### config.mk
export PLATFORM = sky130hd
export DESIGN_NAME = logo_bounce_controller
export DESIGN_NICKNAME = d
export VERILOG_FILES = /design/src/rtl/screensaver_pkg.sv /design/src/rtl/logo_bounce_controller_axis_stepper.sv /design/src/rtl/logo_bounce_controller.sv
export SDC_FILE = /design/constraint.sdc
export NUM_CORES = 1
export LEC_CHECK = 0
export ABC_AREA = 1
export BUFFER_PORTS_ARGS = -buffer_cell sky130_fd_sc_hd__buf_2
export CORE_MARGIN = 2
export CORE_UTILIZATION = 64
export CTS_CLUSTER_DIAMETER = 30
export DETAILED_ROUTE_END_ITERATION = 6
export PLACE_DENSITY = 0.85
export RECOVER_POWER = 100
export SYNTH_ARGS = -nofsm -noshare
export SYNTH_HDL_FRONTEND = slang
export SYNTH_SLANG_ARGS = --single-unit
### constraint.sdc
create_clock -name clk_25_175 -period 4.1 [get_ports clk_25_175]
set_input_delay 0.41 -clock clk_25_175 [delete_from_list [all_inputs] [get_ports clk_25_175]]
set_output_delay 0.41 -clock clk_25_175 [all_outputs]
set_load 0.005 [all_outputs]
### src/rtl/screensaver_pkg.sv
// Shared constants, state encoding and palette helper for the logo bounce controller.
package screensaver_pkg;

    localparam int POS_W        = 10;
    localparam int STEP_W       = 4;
    localparam int COLOR_W      = 3;
    localparam int H_ACTIVE_DEF = 640;
    localparam int V_ACTIVE_DEF = 480;

    localparam logic [COLOR_W-1:0] COLOR_FIRST = 3'd1;
    localparam logic [COLOR_W-1:0] COLOR_LAST  = 3'd7;

    typedef enum logic [1:0] {
        ST_IDLE   = 2'd0,
        ST_STEP_X = 2'd1,
        ST_STEP_Y = 2'd2,
        ST_COMMIT = 2'd3
    } state_t;

    // Palette index 0 is black, so the tint cycles 1..7 and skips it.
    function automatic logic [COLOR_W-1:0] next_color(input logic [COLOR_W-1:0] c);
        return (c == COLOR_LAST) ? COLOR_FIRST : c + 1'b1;
    endfunction

endpackage

### src/rtl/logo_bounce_controller_axis_stepper.sv
// One axis of motion: advance by step, clamp at 0 / limit and reflect.
module axis_stepper
    import screensaver_pkg::*;
(
    input  logic              en_i,
    input  logic [POS_W-1:0]  pos_i,
    input  logic              dir_i,
    input  logic [STEP_W-1:0] step_i,
    input  logic [POS_W-1:0]  limit_i,
    output logic [POS_W-1:0]  pos_o,
    output logic              dir_o,
    output logic              reflect_o
);

    logic [POS_W:0] pos_ext;
    logic [POS_W:0] step_ext;
    logic [POS_W:0] sum;

    // Widened by one bit so pos+step never wraps before the limit compare.
    always_comb begin
        pos_ext   = {1'b0, pos_i};
        step_ext  = {{(POS_W+1-STEP_W){1'b0}}, step_i};
        sum       = pos_ext + step_ext;
        pos_o     = pos_i;
        dir_o     = dir_i;
        reflect_o = 1'b0;
        if (en_i) begin
            if (dir_i) begin
                if (sum >= {1'b0, limit_i}) begin
                    pos_o     = limit_i;
                    dir_o     = 1'b0;
                    reflect_o = 1'b1;
                end else begin
                    pos_o = sum[POS_W-1:0];
                end
            end else begin
                if (pos_ext <= step_ext) begin
                    pos_o     = '0;
                    dir_o     = 1'b1;
                    reflect_o = 1'b1;
                end else begin
                    pos_o = pos_i - POS_W'(step_i);
                end
            end
        end
    end

endmodule

### src/rtl/logo_bounce_controller.sv
// Per-frame logo motion: X step, Y step, then atomic commit of position/colour.
module logo_bounce_controller
    import screensaver_pkg::*;
#(
    parameter int H_ACTIVE = H_ACTIVE_DEF,
    parameter int V_ACTIVE = V_ACTIVE_DEF,
    parameter int LOGO_W   = 128,
    parameter int LOGO_H   = 64,
    parameter int X_INIT   = 0,
    parameter int Y_INIT   = 0
) (
    input  logic               clk_25_175,
    input  logic               rst,
    input  logic               frame_start,
    input  logic               pause,
    input  logic [2:0]         speed,
    output logic [POS_W-1:0]   logo_x,
    output logic [POS_W-1:0]   logo_y,
    output logic [COLOR_W-1:0] color_idx,
    output logic               bounce,
    output logic               corner,
    output logic               busy
);

    localparam logic [POS_W-1:0] X_MAX = POS_W'(H_ACTIVE - LOGO_W);
    localparam logic [POS_W-1:0] Y_MAX = POS_W'(V_ACTIVE - LOGO_H);
    localparam logic [POS_W-1:0] X_RST = POS_W'(X_INIT);
    localparam logic [POS_W-1:0] Y_RST = POS_W'(Y_INIT);

    state_t             state_q, state_d;
    logic [STEP_W-1:0]  step_q;
    logic [POS_W-1:0]   x_w_q, y_w_q;
    logic               refl_x_q, refl_y_q;
    logic               dir_x_q, dir_y_q;
    logic [POS_W-1:0]   logo_x_q, logo_y_q;
    logic [COLOR_W-1:0] color_q;
    logic               bounce_q, corner_q, busy_q;

    logic [POS_W-1:0]   nx_x, nx_y;
    logic               ndir_x, ndir_y, rfl_x, rfl_y;
    logic               start;

    assign start = frame_start && !pause;

    // Both steppers read the committed position; results land in working regs
    // so the pixel path keeps seeing the old frame until COMMIT.
    axis_stepper u_step_x (
        .en_i      (state_q == ST_STEP_X),
        .pos_i     (logo_x_q),
        .dir_i     (dir_x_q),
        .step_i    (step_q),
        .limit_i   (X_MAX),
        .pos_o     (nx_x),
        .dir_o     (ndir_x),
        .reflect_o (rfl_x)
    );

    axis_stepper u_step_y (
        .en_i      (state_q == ST_STEP_Y),
        .pos_i     (logo_y_q),
        .dir_i     (dir_y_q),
        .step_i    (step_q),
        .limit_i   (Y_MAX),
        .pos_o     (nx_y),
        .dir_o     (ndir_y),
        .reflect_o (rfl_y)
    );

    // Fixed four-state walk; frame_start outside IDLE is dropped, not queued.
    always_comb begin
        state_d = state_q;
        case (state_q)
            ST_IDLE:   if (start) state_d = ST_STEP_X;
            ST_STEP_X: state_d = ST_STEP_Y;
            ST_STEP_Y: state_d = ST_COMMIT;
            ST_COMMIT: state_d = ST_IDLE;
            default:   state_d = ST_IDLE;
        endcase
    end

    // Datapath and commit registers; reset wipes any in-flight update.
    always_ff @(posedge clk_25_175) begin
        if (rst) begin
            state_q  <= ST_IDLE;
            step_q   <= STEP_W'(1);
            x_w_q    <= X_RST;
            y_w_q    <= Y_RST;
            refl_x_q <= 1'b0;
            refl_y_q <= 1'b0;
            dir_x_q  <= 1'b1;
            dir_y_q  <= 1'b1;
            logo_x_q <= X_RST;
            logo_y_q <= Y_RST;
            color_q  <= COLOR_FIRST;
            bounce_q <= 1'b0;
            corner_q <= 1'b0;
            busy_q   <= 1'b0;
        end else begin
            state_q  <= state_d;
            bounce_q <= 1'b0;
            corner_q <= 1'b0;
            case (state_q)
                ST_IDLE: begin
                    if (start) begin
                        step_q   <= {1'b0, speed} + STEP_W'(1);
                        refl_x_q <= 1'b0;
                        refl_y_q <= 1'b0;
                        busy_q   <= 1'b1;
                    end
                end
                ST_STEP_X: begin
                    x_w_q    <= nx_x;
                    dir_x_q  <= ndir_x;
                    refl_x_q <= rfl_x;
                end
                ST_STEP_Y: begin
                    y_w_q    <= nx_y;
                    dir_y_q  <= ndir_y;
                    refl_y_q <= rfl_y;
                end
                ST_COMMIT: begin
                    logo_x_q <= x_w_q;
                    logo_y_q <= y_w_q;
                    bounce_q <= refl_x_q | refl_y_q;
                    corner_q <= refl_x_q & refl_y_q;
                    if (refl_x_q | refl_y_q) color_q <= next_color(color_q);
                    busy_q   <= 1'b0;
                end
                default: ;
            endcase
        end
    end

    assign logo_x    = logo_x_q;
    assign logo_y    = logo_y_q;
    assign color_idx = color_q;
    assign bounce    = bounce_q;
    assign corner    = corner_q;
    assign busy      = busy_q;

endmodule

**After elaboration in Yosys (flattened, before gate mapping)**

Cells that the tools add are included.

- Flip-flop bits (word level): 56
- Input bits: 7
- Output and inout bits: 26
- Logic and storage cells: 68

- Add/subtract/negate cells: 6
- Order comparisons: 4
- Equal/unequal tests: 5
- Muxes and demuxes: 24
- Bitwise gates (word level): 3
- Reductions and logical operators: 12

Operators with widths:

| operator | number |
|---|---|
| $mux W10 | 6 |
| $add A10 B4 Y11 | 2 |
| $le A10 B4 Y1 | 2 |
| $sub A10 B4 Y10 | 2 |
| $mux W1 | 12 |
| $ge A11 B10 Y1 const B | 1 |
| $ge A11 B9 Y1 const B | 1 |
| $reduce_and A2 Y1 | 5 |
| $pmux W2 S4 | 1 |
| $pmux W1 S2 | 3 |
| $reduce_bool A2 Y1 | 3 |
| $add A3 B1 Y4 const B | 1 |
| $eq A2 B2 Y1 const B | 2 |
| $add A3 B1 Y3 const B | 1 |
| $eq A3 B3 Y1 const B | 1 |
| $mux W3 | 1 |
| $eq A2 B1 Y1 const B | 1 |
| $logic_not A2 Y1 | 1 |
| $mux W2 | 1 |
| $ne A2 B2 Y1 const B | 1 |
| $reduce_or A2 Y1 | 1 |
| $and A1 B1 Y1 | 1 |
| $logic_and A1 B1 Y1 | 1 |
| $logic_not A1 Y1 | 1 |
| 2 further kinds | 2 |

**Longest topological paths before layout**

Gate-level depths: netlist of run 1.

- Depth in word-level cells: 5
- Mapped depth: 17
- Depth with buffers taken out: 16

**Hierarchy**

Synthesis of run 1 repeated with hierarchy kept, for this count alone.

- Cells, all modules: 822
- Area total of the unflattened synthesis: 5123.7 µm²

Modules (own cells, without submodules):

| module | times used | cells an instance | area each (µm²) |
|---|---|---|---|
| logo_bounce_controller | 1 | 290 | 2218.4 |
| axis_stepper (u_step_y) | 1 | 265 | 1461.4 |
| axis_stepper (u_step_x) | 1 | 267 | 1443.9 |

**Worst setup path before layout of run 1**

No wires, ideal clock.

- Kind: reg-to-reg
- Start point: register step_q[0]
- End point: register dir_y_q
- Library setup time: 0.115 ns
- Data arrival time: 1.863 ns
- Required time: 3.985 ns
- Path slack: 2.122 ns
- Stages on the path, launching flop included: 12
- Path buffers: 0
- Cell sequence: dfxtp_1 ha_1 fa_1 nand3_1 nand2_2 nand3_1 nand2_2 nor2_4 a21oi_4 or2_4 nand3_1 nand2_1

- Longest elaborated chain between the ends: 4
- Elaborated cells on any way between the ends: 6

RTL lines:

| item | line | source |
|---|---|---|
| start: declaration | logo_bounce_controller.sv:31 | `logic [STEP_W-1:0] step_q;` |
| start signal: assignment | logo_bounce_controller.sv:105 | `step_q <= {1'b0, speed} + STEP_W'(1);` |
| $add A10 B4 Y11 | logo_bounce_controller_axis_stepper.sv:23 | `sum = pos_ext + step_ext;` |
| $ge A11 B9 Y1 | logo_bounce_controller_axis_stepper.sv:29 | `if (sum >= {1'b0, limit_i}) begin` |
| $mux W1 | logo_bounce_controller_axis_stepper.sv:29 |  |
| $mux W1 * | logo_bounce_controller_axis_stepper.sv:28 | `if (dir_i) begin` |
| end signal: assignment | logo_bounce_controller.sv:118 | `dir_y_q <= ndir_y;` |
| end: declaration | logo_bounce_controller.sv:34 | `logic dir_x_q, dir_y_q;` |

Every way passes the cells marked *; elsewhere a longest branch is shown, timed or not.
A chain may end at the register's enable or synchronous reset.

**Worst setup path after layout of run 1**

- Start point: register step_q[1]
- End point: register dir_y_q

Same word-level chain as after synthesis.

==> reports/metrics.csv, run 1 <==
metric,value,unit
synth_commonest_cells,"nand2_1, dfxtp_1, o21ai_0",
ioPinCount,33,
power_leakage,0.00174,uW
drt-total-wl,8660,um
max_freq,0.346,GHz
die_area,6070,sq um
cts_tree,done,
antenna_cells,0,
clock_latency,0.31,ns
drtAntennaViolNets,0,
crit_path_cell_trace,inv_1 -> ha_1 -> inv_1 -> nand2_1 -> nand2_1 -> nand3_1 -> nand2_1 -> nand2_1 -> nand2_1 -> nand2_2 -> a21oi_1 -> or2_0 -> nand3_1 -> nand2_1,
tightest_slew,1.10,ns
arrival,3.15,ns
yosys-top-cells-area,"dfxtp_1, ha_1, nand2_1",
rsz0062_at_grt,false,
wl_per_cell,14.9,um
syn_nets,525,
clock_skew,0.00705,ns
endpoint_kind,flip-flop,
hold_viol,0,
drtIter0Drc,387,
routabilityCongestion,0.982,
ys.flop_type,dfxtp_1,
drive_gt1_share,10.8,%
initial_core_util,67.2,%
first_global_vias,3001,
fin_setup_tns,0,ns
dpl.hpwl,6160,um
slew_headroom,26.5,%
drtPass1Iterations,5,
synth_seq_cells,56,
port_buffers,32,
grt_util_all_layers,29.7,%
worstHoldPathType,input pin to flip-flop,
dieWidth,77.9,um
r2r-start,step_q[1],
critPathLaunchType,flip-flop,
syn2layout_area_growth,5.90,%
cts_setup_buffers,0,
root_buffer,clkbuf_8,
grt_overflow,0,
avgSynthCellArea,7.14,sq um
cp_data_required_time,4.36,ns
hp-start,speed[0],
async_flop_share,0,%
netlist.area_leader.share,32.1,%
crit_type,flip-flop to flip-flop,
power,2300,uW
setup_violations,0,
post-route-period-util,70.4,%
remaining_drc_errors,0,
critical-path-max-stage-delay,0.58,ns
maxCapViolCount,0,
peakVddDrop,351,uV
core_area,5200,sq um
clockBufferDepth,2,
outcome,finished clean,
slew_violations,0,
num_vias,3428,
syn_area,3500,sq um
num_rows,26,
synth_area_leader_cell,dfxtp_1,
seq_area_frac_synth,32.1,%
synth.most_common_cell,nand2_1,
ys_types,37,
holdBufCountCts,0,
antenna_found_initial,0,
cts_resized,0,
worstPathMaxFanout,8,
cts_num_sinks,56,
yosys_warnings,0,
nNetsFinal,544,
grt_max_degree,45,
cellPowerDensity,621,nW/um^2
cts_buffers,5,
syn_inst,490,
die_y,77.9,um
fin_crit,2.89,ns
h-tree-depth,2,
cpMaxStageDelayCell,a21oi_1,
critPathLaunch,step_q[1],
cts.clk_slew.worst_paths,0.10,ns
crit_top_cell,nand2_1,
grt_pass1_wl,14500,um
via_per_inst,5.91,
synth_edf_count,0,
nFillCells,442,
[worst max-delay path: cells and delay by family (launching register included)]
family | cells | cell delay (ns)
compound gates | 1 | 0.58
fa+ha+maj | 1 | 0.37
buf+inv | 2 | 0.30
flops | 1 | 0.49
simple gates | 10 | 1.10
[cell usage in the layout (no fill, tap or decap), drive strengths merged, types with 2 or more instances in the layout]
master	n
dfxtp	56
a21oi	60
or2	2
xor2	10
nand3	35
a31oi	10
nor3	6
o21ai	56
xnor2	3
nor2	49
nand4	7
o211ai	3
buf	25
nand2	87
inv	53
ha	24
clkbuf	13
a211oi	2
fa	4
[where the power goes]
part / internal [uW] / total, uW / switching [uW] / leakage, uW
Sequential: 697 / 846 / 149 / 0.000457
Combinational: 374 / 1080 / 710 / 0.00122
Clock: 185 / 370 / 185 / 0.0000558
[per-stage QoR]
step / cells / hold WS, ns / util (%) / worst slack (ns) / instance area (sq um)
6_report: 580 / 0.333 / 71.2 / 1.21 / 3700
3_3_place_gp: 572 / 0.452 / 69.8 / 1.72 / 3630
5_1_grt: 580 / 0.329 / 71.2 / 1.01 / 3700
3_5_place_dp: 572 / 0.462 / 69.8 / 1.68 / 3630
4_1_cts: 580 / 0.327 / 72.0 / 1.67 / 3750
2_1_floorplan: 490 / 0.431 / - / 2.12 / 3500
[layer usage]
metal  share of wire (%)  wire (um)  GRT usage [%]  vias to the layer above
met3                 8.5        734           4.42                        9
met1                  46       3950           42.3                     1567
li1                    -          -              -                     1671
met5                   0          0              0                        -
met2                  45       3890           47.3                      181
met4                0.97         84           7.72                        0
[kinds of logic after synthesis]
logic type               share of synthesized area (%)
AO/OA/AOI/OAI                                     20.9
XOR/XNOR                                          3.26
adder cells (fa/ha/maj)                           10.9
buffers and inverters                             8.98
flip-flops                                        32.1
AND/OR/NAND/NOR                                   23.9
[final cells by class]
type	count	area (sq um)	area share [%]
multi-input cells	361	2030	54.8
flip-flops and latches	56	1120	30.3
inverters	53	204	5.51
repair buffers	32	151	4.09
well taps	70	87.6	2.36
clock buffers	6	72.6	1.96
clock inverters	2	38.8	1.05
[flip-flops by register name, summed over array words and instances (netlist names), 2 cells and up]
| signal | cells |
|---|---|
| y_w_q | 10 |
| logo_x | 10 |
| logo_y | 10 |
| x_w_q | 10 |
| color_idx | 3 |
| step_q | 4 |
| state_q | 2 |
[final timing paths]
check	endpoint	slack (ns)	cells after the start
max	dir_y_q	1.21	14
min	step_q[0]	0.33	2
max reg2reg	dir_y_q	1.21	14
min reg2reg	x_w_q[0]	0.47	2
Note: power is estimated with default switching activity, not from simulation.
==> run 2: changes to the inputs <==
--- a/config.mk
+++ b/config.mk
@@ -8,10 +8,10 @@
 export ABC_AREA = 1
 export BUFFER_PORTS_ARGS = -buffer_cell sky130_fd_sc_hd__buf_2
 export CORE_MARGIN = 2
-export CORE_UTILIZATION = 64
+export CORE_UTILIZATION = 60
 export CTS_CLUSTER_DIAMETER = 30
 export DETAILED_ROUTE_END_ITERATION = 6
-export PLACE_DENSITY = 0.85
+export PLACE_DENSITY = 0.81
 export RECOVER_POWER = 100
 export SYNTH_ARGS = -nofsm -noshare
 export SYNTH_HDL_FRONTEND = slang
==> constraint.sdc (replaced) <==
create_clock -name clk_25_175 -period 2.8 [get_ports clk_25_175]
set_input_delay 0.28 -clock clk_25_175 [delete_from_list [all_inputs] [get_ports clk_25_175]]
set_output_delay 0.28 -clock clk_25_175 [all_outputs]
set_load 0.005 [all_outputs]
==> reports/metrics.csv, run 2 (synthesized netlist as in run 1, its figures left out) <==
metric,value,unit,change
cts_buffers,5,,unchanged
grt_util_all_layers,29.7,%,about the same
critPathLaunch,step_q[1],,
cpMaxStageDelayCell,dfxtp_1,,
grt_pass1_wl,14900,um,+2.7%
post-route-period-util,90.4,%,+20 points
grt_max_degree,35,,-22%
regArea,1120,sq um,unchanged
rsz0062_at_grt,false,,
routabilityCongestion,0.929,,-5.3%
multi_input_area,2050,sq um,+1.0%
worstPathMaxFanout,8,,unchanged
critical-path-max-stage-delay,0.51,ns,-0.07 ns
fin_crit,2.53,ns,-0.356 ns
setup_violations,0,,unchanged
root_buffer,clkbuf_8,,
slew_headroom,2.98,%,-24 points
crit_top_cell,nand2_1,,
r2r_cells,11,,-3
first_global_vias,3085,,+2.8%
dieWidth,80.3,um,+3.1%
cp_data_required_time,3.05,ns,-1.31 ns
fin_setup_tns,0,ns,unchanged
syn2layout_area_growth,7.80,%,
initial_core_util,62.7,%,-4.4 points
hold_path_depth,2,,unchanged
hp-start,speed[0],,
remaining_drc_errors,0,,unchanged
num_vias,3409,,-0.55%
arrival,2.78,ns,-0.37 ns
clock_latency,0.32,ns,about the same
die_area,6460,sq um,+6.3%
cts_setup_buffers,0,,unchanged
wl_per_cell,15.3,um,+2.6%
slew_violations,0,,unchanged
antenna_cells,0,,unchanged
cts_num_sinks,56,,unchanged
tightest_slew,1.46,ns,+0.355 ns
via_per_inst,5.82,,-1.6%
whs,0.223,ns,-0.110 ns
dpl.hpwl,6490,um,+5.3%
holdBufCountCts,0,,unchanged
core_area,5570,sq um,+7.1%
die_y,80.3,um,+3.1%
cts_resized,0,,unchanged
final_common_cell,nand2_1,,
drtAntennaViolNets,0,,unchanged
cellPowerDensity,920,nW/um^2,+48%
drive_gt1_share,12.5,%,+1.7 points
num_rows,27,,+3.8%
final_core_util,67.6,%,-3.5 points
clock_skew,0.00726,ns,+0.000211 ns
drtPass1Iterations,7,,+2
maxCapViolCount,0,,unchanged
r2r-start,step_q[1],,
grt_overflow,0,,unchanged
final_cell_mix,"nand2_1, dfxtp_1, o21ai_0",,
max_freq,0.395,GHz,+14%
antenna_found_initial,0,,unchanged
outcome,finished clean,,
port_buffers,32,,unchanged
worstHoldPathType,input pin to flip-flop,,
cts.clk_slew.worst_paths,0.10,ns,about the same
h-tree-depth,2,,unchanged
crit_path_cell_trace,inv_1 -> fa_1 -> nand3_1 -> nand3_1 -> nand2_1 -> nand4_1 -> nand2_1 -> inv_1 -> nor3_1 -> nand2_1 -> a21oi_1,,
nNetsFinal,548,,+0.74%
drt-total-wl,8980,um,+3.7%
critPathLaunchType,flip-flop,,
power_leakage,0.00178,uW,+2.3%
endpoint_kind,flip-flop,,
peakVddDrop,572,uV,+63%
nFillCells,517,,+17%
crit_type,flip-flop to flip-flop,,
drtIter0Drc,341,,-12%
cts_tree,done,,
hold_viol,0,,unchanged
clockBufferDepth,2,,unchanged
ioPinCount,33,,unchanged
-- run 2: cell type report --
type                       count  share of cell area, %
multi-input combinational    361                   54.4
sequential                    56                   29.7
inverter                      53                   5.41
clock buffer                   7                   2.56
tap                           72                   2.39
clock inverter                 1                  0.797
timing repair buffer          36                   4.75
-- run 2: per-layer routing --
metal | track usage [%] | wire [um] | vias up
met5 | 0 | 0 | -
met4 | 8.81 | 176 | 0
met3 | 5.96 | 726 | 14
met2 | 47.0 | 3940 | 133
met1 | 40.9 | 4140 | 1587
li1 | - | - | 1675
-- run 2: critical path: cells and delay by family, from the launching register on --
kind                     cells  cell delay (ns)
AO/OA/AOI/OAI                1             0.11
adder cells (fa/ha/maj)      1             0.48
flip-flops                   1             0.51
AND/OR/NAND/NOR              7             0.95
buffers and inverters        2             0.42
-- run 2: metrics by stage --
stage | power (uW) | cell area [sq um] | setup WS, ns | std cells
after floorplan | 2440 | 3500 | 0.822 | 490
after global placement | 2790 | 3670 | 0.449 | 578
after detailed placement | 2850 | 3670 | 0.345 | 578
after CTS | 3450 | 3790 | 0.294 | 586
after global routing | 3740 | 3770 | 0.0310 | 586
final | 3470 | 3770 | 0.269 | 586
-- run 2: worst paths after layout --
kind                     to  slack (ns)
hold / removal    step_q[0]        0.22
setup / recovery   refl_y_q        0.27
setup reg to reg   refl_y_q        0.27
hold reg to reg      corner        0.49
-- run 2: report_power, final --
group	total [uW]	internal [uW]	switching [uW]
clock network	594	316	277
registers	1240	1020	221
logic	1630	565	1070
total	3470	1900	1570
==> run 3: changes to the inputs <==
--- a/config.mk
+++ b/config.mk
@@ -7,11 +7,13 @@
 export LEC_CHECK = 0
 export ABC_AREA = 1
 export BUFFER_PORTS_ARGS = -buffer_cell sky130_fd_sc_hd__buf_2
-export CORE_MARGIN = 2
-export CORE_UTILIZATION = 60
+export CELL_PAD_IN_SITES_DETAIL_PLACEMENT = 2
+export CELL_PAD_IN_SITES_GLOBAL_PLACEMENT = 2
+export CORE_MARGIN = 3
+export CORE_UTILIZATION = 34
 export CTS_CLUSTER_DIAMETER = 30
 export DETAILED_ROUTE_END_ITERATION = 6
-export PLACE_DENSITY = 0.81
+export PLACE_DENSITY_LB_ADDON = 0.1
 export RECOVER_POWER = 100
 export SYNTH_ARGS = -nofsm -noshare
 export SYNTH_HDL_FRONTEND = slang
==> reports/metrics.csv, run 3 (synthesized netlist as in run 1, its figures left out) <==
metric,value,unit,change
tightest_slew,0.791,ns,-0.664 ns
r2r-end,x_w_q[7],,
crit_type,flip-flop to flip-flop,,
die_area,11500,sq um,+79%
antenna_found_initial,0,,unchanged
final_common_cell,nand2_1,,
cts_tree,done,,
combPwrFrac,49.2,%,+2.1 points
maxCapViolCount,0,,unchanged
critPathLaunchType,flip-flop,,
clockPowerShare,14.3,%,-2.8 points
syn2layout_area_growth,9.09,%,
slew_headroom,47.3,%,+44 points
drtAntennaViolNets,0,,unchanged
outcome,finished clean,,
clock_latency,0.32,ns,about the same
ff2ff_setup_slack,0.29,ns,+0.02 ns
dieWidth,107,um,+34%
via_per_inst,5.26,,-9.6%
drtPass1Iterations,4,,-3
met3_usage,2.22,%,-3.7 points
fin_cells,646,,+10%
cts.clk_slew.worst_paths,0.11,ns,about the same
rsz0062_at_grt,false,,
worstHoldPathType,input pin to flip-flop,,
root_buffer,clkbuf_8,,
fin_crit,2.51,ns,-0.0201 ns
fin_setup_tns,0,ns,unchanged
p_sw_share,48.7,%,+3.6 points
internal_power,1770,uW,-7.0%
first_global_vias,3630,,+18%
clockBufferDepth,2,,unchanged
num_rows,36,,+33%
endpoint_kind,flip-flop,,
grt_pass1_wl,19300,um,+30%
grt_util_all_layers,21.2,%,-8.6 points
slew_violations,0,,unchanged
h-tree-depth,2,,unchanged
place_inst,638,,+10%
arrival,2.77,ns,about the same
remaining_drc_errors,0,,unchanged
ioPinCount,33,,unchanged
holdBufCountCts,0,,unchanged
cp_data_required_time,3.06,ns,about the same
cellPowerDensity,904,nW/um^2,-1.7%
grtUsageMet2,35.3,%,-12 points
grt_max_degree,35,,unchanged
drtIter0Drc,136,,-60%
setup_ws,0.289,ns,+0.0201 ns
antenna_cells,0,,unchanged
grt_overflow,0,,unchanged
p_switching,1680,uW,+7.4%
nNetsFinal,547,,-0.18%
routabilityCongestion,0.842,,-9.4%
peakVddDrop,359,uV,-37%
drive_gt1_share,11.1,%,-1.3 points
power_leakage,0.00172,uW,-3.2%
wl_per_cell,17.9,um,+17%
clock_skew,0.00648,ns,-0.000778 ns
crit_end,x_w_q[7],,
drt-total-wl,11600,um,+29%
max_freq,0.398,GHz,+0.80%
p_seq_share,36.5,%,+0.7 points
met1_usage,30.1,%,-11 points
final_cell_mix,"nand2_1, o21ai_0, dfxtp_1",,
die_y,107,um,+34%
num_vias,3396,,-0.38%
grt-busiest-layer,met2,,
hold_viol,0,,unchanged
critPathLaunch,step_q[0],,
setup_violations,0,,unchanged
r2r_cells,13,,+2
r2r-start,step_q[0],,
cts_num_sinks,56,,unchanged
cts_buffers,5,,unchanged
dpl.hpwl,8690,um,+34%
core_area,9860,sq um,+77%
dp_slack,0.265,ns,-0.0804 ns
port_buffers,32,,unchanged
post-route-period-util,89.7,%,-0.72 points
initial_core_util,35.5,%,-27 points
worstPathMaxFanout,8,,unchanged
==> run 3: worst min path at each step <==
stage	slack, ns	to	from	cells past startpoint
2_1_floorplan	0.36	corner	rst	1
3_3_place_gp	0.45	x_w_q[0]	x_w_q[0]	2
3_5_place_dp	0.47	x_w_q[0]	x_w_q[0]	2
4_1_cts	0.20	step_q[0]	speed[0]	2
5_1_grt	0.24	step_q[0]	speed[0]	2
6_report	0.22	step_q[0]	speed[0]	2
==> run 3: per-layer routing <==
metal	share of wire, %	routed length (um)	up-vias
met5	0	0	-
met4	0.75	87	0
met1	51	5870	1678
met2	46	5310	44
li1	-	-	1667
met3	2.6	305	7
==> run 3: through the flow <==
| step | hold WS [ns] | utilization (%) | total power [uW] | area, sq um |
|---|---|---|---|---|
| floorplan | 0.356 | - | 2440 | 3500 |
| global placement | 0.454 | 38.0 | 2920 | 3750 |
| detailed placement | 0.470 | 38.0 | 2980 | 3750 |
| CTS | 0.199 | 39.0 | 3490 | 3840 |
| global route | 0.237 | 38.7 | 3800 | 3810 |
| finish | 0.216 | 38.7 | 3450 | 3810 |
==> run 3: power groups by stage <==
| stage | Combinational, uW | Sequential (uW) | Clock, uW |
|---|---|---|---|
| floorplan | 1260 | 1180 | 0 |
| global placement | 1660 | 1260 | 0 |
| detailed placement | 1710 | 1270 | 0 |
| CTS | 1720 | 1260 | 512 |
| global route | 1960 | 1300 | 546 |
| finish | 1700 | 1260 | 494 |
==> run 3: repair_timing <==
action | CTS | global route
buffers inserted | 0 | 0
setup endpoints to repair | 0 | 1
gates resized for setup | 0 | 1
==> run 3: cell type report <==
class	instances	area (sq um)
fill	1212	6050
multi-input combinational	361	2050
sequential	56	1120
inverter	53	204
timing repair buffer	35	175
tap	133	166
clock buffer	5	68.8
clock inverter	3	26.3
==> run 3: critical path: stages, from the launching register on <==
cell     delay (ns)
dfxtp_1        0.40
ha_1           0.28
fa_1           0.41
a21oi_1        0.16
nor2_1         0.05
nor2_1         0.24
nor2_1         0.07
nand2_1        0.13
nand2_1        0.07
nand2_1        0.09
nand3_2        0.11
inv_2          0.18
o21ai_0        0.12
a21oi_1        0.13
